**src/rtl/i2s_tx_sched.sv**
```systemverilog
// i2s_tx_sched: stereo I2S transmit scheduler with sample-pair FIFO; `define I2S_TX_UNDERRUN_ZERO_EN streams zero frames on underrun
module i2s_tx_sched #(
    parameter int WORD_W = 32,
    parameter int DEPTH  = 2,
    parameter int CNT_W  = 8
) (
    input  logic              clk,
    input  logic              rst_n,
    input  logic              en,
    input  logic              s_valid,
    output logic              s_ready,
    input  logic [WORD_W-1:0] s_left,
    input  logic [WORD_W-1:0] s_right,
    output logic              vld_o,
    output logic              ws_o,
    output logic              sd_o,
    output logic              busy,
    output logic [CNT_W-1:0]  underrun_cnt
);
    localparam int KW = $clog2(WORD_W);
    localparam int AW = $clog2(DEPTH);
    typedef enum logic [1:0] {IDLE, LEFT, RIGHT, TAIL} state_t;
    state_t state, state_nx;
    logic [KW-1:0] k, idx;
    logic [WORD_W-1:0] left_q, right_q;
    logic [WORD_W-1:0] mem_l [DEPTH];
    logic [WORD_W-1:0] mem_r [DEPTH];
    logic [AW-1:0] wr_ptr, rd_ptr;
    logic [AW:0] count;
    logic prev_r0, first, push, pop, zero_ld, last, vld_c, ws_c, sd_c;
    assign s_ready = count < (AW+1)'(DEPTH);
    assign push = s_valid && s_ready;
    assign last = k == KW'(WORD_W-1);
    assign idx = ~k + KW'(1);
    assign busy = state != IDLE;
    always_comb begin
        state_nx = state;
        pop = 1'b0;
        zero_ld = 1'b0;
        case (state)
            IDLE: if (en && count != '0) begin
                pop = 1'b1;
                state_nx = LEFT;
            end
            LEFT: if (last) state_nx = RIGHT;
            RIGHT: if (last) begin
                if (en && count != '0) begin
                    pop = 1'b1;
                    state_nx = LEFT;
                end
`ifdef I2S_TX_UNDERRUN_ZERO_EN
                else if (en) begin
                    zero_ld = 1'b1;
                    state_nx = LEFT;
                end
`endif
                else state_nx = TAIL;
            end
            default: state_nx = IDLE;
        endcase
    end
    // Slot bit k>=1 carries word[WORD_W-k]; k=0 carries the previous word's LSB (I2S one-bit delay)
    always_comb begin
        vld_c = state == LEFT || state == RIGHT;
        ws_c = state == LEFT ? 1'b0 : state == IDLE ? ws_o : 1'b1;
        sd_c = state == IDLE ? sd_o :
               state == TAIL ? right_q[0] :
               state == LEFT ? (k == '0 ? (!first && prev_r0) : left_q[idx]) :
                               (k == '0 ? left_q[0] : right_q[idx]);
    end
    always_ff @(posedge clk) if (push) begin
        mem_l[wr_ptr] <= s_left;
        mem_r[wr_ptr] <= s_right;
    end
    always_ff @(posedge clk or negedge rst_n) begin
        if (!rst_n) begin
            state <= IDLE;
            k <= '0;
            left_q <= '0;
            right_q <= '0;
            prev_r0 <= 1'b0;
            first <= 1'b0;
            vld_o <= 1'b0;
            ws_o <= 1'b0;
            sd_o <= 1'b0;
            wr_ptr <= '0;
            rd_ptr <= '0;
            count <= '0;
        end else begin
            state <= state_nx;
            k <= vld_c ? k + 1'b1 : '0;
            vld_o <= vld_c;
            ws_o <= ws_c;
            sd_o <= sd_c;
            if (pop || zero_ld) begin
                left_q <= pop ? mem_l[rd_ptr] : '0;
                right_q <= pop ? mem_r[rd_ptr] : '0;
                prev_r0 <= right_q[0];
                first <= state == IDLE;
            end
            if (push) wr_ptr <= wr_ptr + 1'b1;
            if (pop) rd_ptr <= rd_ptr + 1'b1;
            count <= count + (AW+1)'(push) - (AW+1)'(pop);
        end
    end
`ifdef I2S_TX_UNDERRUN_ZERO_EN
    always_ff @(posedge clk or negedge rst_n)
        if (!rst_n) underrun_cnt <= '0;
        else if (zero_ld && underrun_cnt != '1) underrun_cnt <= underrun_cnt + 1'b1;
`else
    assign underrun_cnt = '0;
`endif
endmodule

```
**config.mk**
```make
export PLATFORM = sky130hd
export DESIGN_NAME = i2s_tx_sched
export DESIGN_NICKNAME = d
export VERILOG_FILES = /design/src/rtl/i2s_tx_sched.sv
export SDC_FILE = /design/constraint.sdc
export NUM_CORES = 1
export LEC_CHECK = 0
export ABC_AREA = 1
export BUFFER_PORTS_ARGS = -buffer_cell sky130_fd_sc_hd__buf_2
export CAP_MARGIN = 20
export CORE_MARGIN = 1.5
export CORE_UTILIZATION = 40
export CTS_CLUSTER_SIZE = 12
export DETAILED_ROUTE_END_ITERATION = 8
export PLACE_DENSITY = 0.68
export REMOVE_ABC_BUFFERS = 1
export SYNTH_ARGS = -nofsm -noshare
export SYNTH_HDL_FRONTEND = slang
export SYNTH_SLANG_ARGS = --single-unit
```
**constraint.sdc**
```tcl
create_clock -name clk -period 3.8 [get_ports clk]
set_input_delay 0.76 -clock clk [delete_from_list [all_inputs] [get_ports clk]]
set_output_delay 0.76 -clock clk [all_outputs]
set_load 0.02 [all_outputs]
```
==> reports/qor.yml <==
power_density_nw_per_um2: 843
worst_pin_slew_ps: 774
std_cell_rows: 52
max-vdd-ir-drop_mv: 0.479
start_util: 0.412
drive_gt1_frac: 0.143
placed_cells: 1079
endpoint_kind: "output pin"
dpl.hpwl_um: 10800
cts_num_sinks: 208
dieArea_um2: 21900
fin_util: 0.474
maxSlewHeadroom: 0.483
syn_to_final_growth_pct: 15.2
final_cell_mix: "nand2_1, edfxtp_1, nor2_1"
netlist_instances: 765
rsz0062_at_grt: "no"
drv_slew: 0
leakagePower_nw: 4.06
holdBufCountCts: 0
worst_clock_skew_ps: 13.2
cp.arrival_ps: 1610
hold_class: "primary input to async pin"
io_pins: 81
htree_levels: 1
stdcell_count: 1121
fmax_mhz: 421
maxCapViolations: 0
drt_pass1_iterations: 4
synth_seq_cells: 208
grt_max_degree: 130
avgSynthCellArea_um2: 11.0
crit_top_cell: "inv_1"
tritoncts: "built"
mostFrequentLayoutCell: "nand2_1"
die_y_um: 148
critPathLaunchType: "flop"
cp_max_fo: 6
coreArea_um2: 20400
grt_overflow: 0
numCtsBuffers: 23
stdcell_area_um2: 9690
nNetsFinal: 913
via_per_inst: 4.86
insertion_delay_ps: 520
ys_types: 26
clkTransAtPathRegs_ps: 60
fin_crit_sh: 0.625
cp_slowest_cell: "dfrtp_1"
grt_pass1_vias: 5260
period_minus_slack_ps: 2370
ctsResizeCount: 0
cts_root_buffer: "clkbuf_16"
wl_um: 17000
routabilityCongestion: 0.880
path_cells: "inv_1 > ha_1 > inv_1 > buf_2"
drc: 0
critPathKind: "flop to output pin"
die_w_um: 148
ant_nets: 0
wl_per_cell_um: 15.2
setup_violations: 0
vias: 5452
status: "complete, no violations"
critical_path_required_ps: 3040
port_buffers: 72
ys_warn_count: 0
post_cts.repair.setup_buffers: 0
synthesis.area_um2: 8410
placed_area_um2: 9000
antenna_found_initial: 0
grtUsageTotal: 0.160
critical-path-max-stage-delay_ps: 380
drt-initial-drc-count: 316
grt_pass1_wl_um: 27800
clk_path_buf_depth: 3
antenna_cells: 0
hold_viol_final: 0
seq_area_frac_synth: 0.695
[synthesized netlist by cell type]
cell type	count	area, um^2
a311oi_1	1	8.76
a31oi_1	64	400
conb_1	1	3.75
o22ai_1	2	12.5
a21oi_1	6	30.0
buf_4	11	82.6
buf_6	3	33.8
dfrtp_1	80	2000
xnor2_1	1	8.76
xor2_2	1	16.3
nand3_1	43	215
ha_1	11	138
nor3_1	1	5.00
inv_1	48	180
xnor2_2	1	16.3
nor2_1	94	353
nand4_1	1	6.26
o21ai_1	1	5.00
clkbuf_1	17	63.8
buf_2	16	80.1
o21ai_0	7	35.0
edfxtp_1	128	3840
xor2_1	3	26.3
inv_2	2	7.51
nand2_1	220	826
o211ai_1	2	15.0
[critical path: cells and delay by family (launching register included)]
family	cells	cell delay, ps
buffers and inverters	3	480
adder cells (fa/ha/maj)	1	250
flip-flops	1	380
[path summary, 6_finish.rpt]
path                       startpoint           to  slack, ps  depth (start not counted)
hold reg to reg                  ws_o         ws_o        480                          2
setup reg to reg                 k[0]     count[1]       1470                         13
hold / removal                  rst_n   left_q[16]        180                          1
min in group clk            s_left[8]  mem_l[1][8]        430                          1
setup / recovery             state[0]         busy       1430                          4
max in group asynchronous       rst_n   left_q[22]       2830                          2
[power by group]
part	switching [W]	total (W)	internal (W)
sequential	0.000325	0.00346	0.00313
clock	0.000863	0.00203	0.00117
combinational	0.00179	0.00269	0.000896
total	0.00298	0.00817	0.00520
[routing by layer]
layer,up-vias,part of all wire,GRT usage
met1,2600,0.45,0.214
met4,0,0.022,0.0416
met2,136,0.48,0.271
li1,2690,-,-
met5,-,0,0
met3,26,0.045,0.0284
[kinds of logic after synthesis]
| group | after synthesis | synth area share |
|---|---|---|
| AND/OR/NAND/NOR | 359 | 0.167 |
| flip-flops | 208 | 0.695 |
| buffers and inverters | 97 | 0.0532 |
| AO/OA/AOI/OAI | 83 | 0.0602 |
| adder cells (fa/ha/maj) | 11 | 0.0164 |
| XOR/XNOR | 6 | 0.00803 |
| other | 1 | 0.000446 |
[final cells by class]
type	instances	area [um^2]
repair buffers	84	465
clock inverters	7	51.3
multi-input cells	467	2160
clock buffers	35	641
fillers	1888	10700
well taps	270	338
inverters	50	189
flip-flops and latches	208	5850
[registers in the layout, summed over array words and instances (netlist names), 2 cells and up]
signal / count
count: 2
k: 5
left_q: 32
mem_l: 64
mem_r: 64
right_q: 32
state: 2
[through the flow]
step / setup WS, ps / total power [W] / setup TNS [ps] / hold slack [ps]
after floorplan: -245 / 0.00534 / -31380 / 454
after global routing: 1290 / 0.00876 / 0 / 206
after CTS: 1420 / 0.00825 / 0 / 182
final: 1430 / 0.00817 / 0 / 183
after global placement: 1440 / 0.00614 / 0 / 467
after detailed placement: 1430 / 0.00620 / 0 / 480
Power figures use the tool's default switching activity.
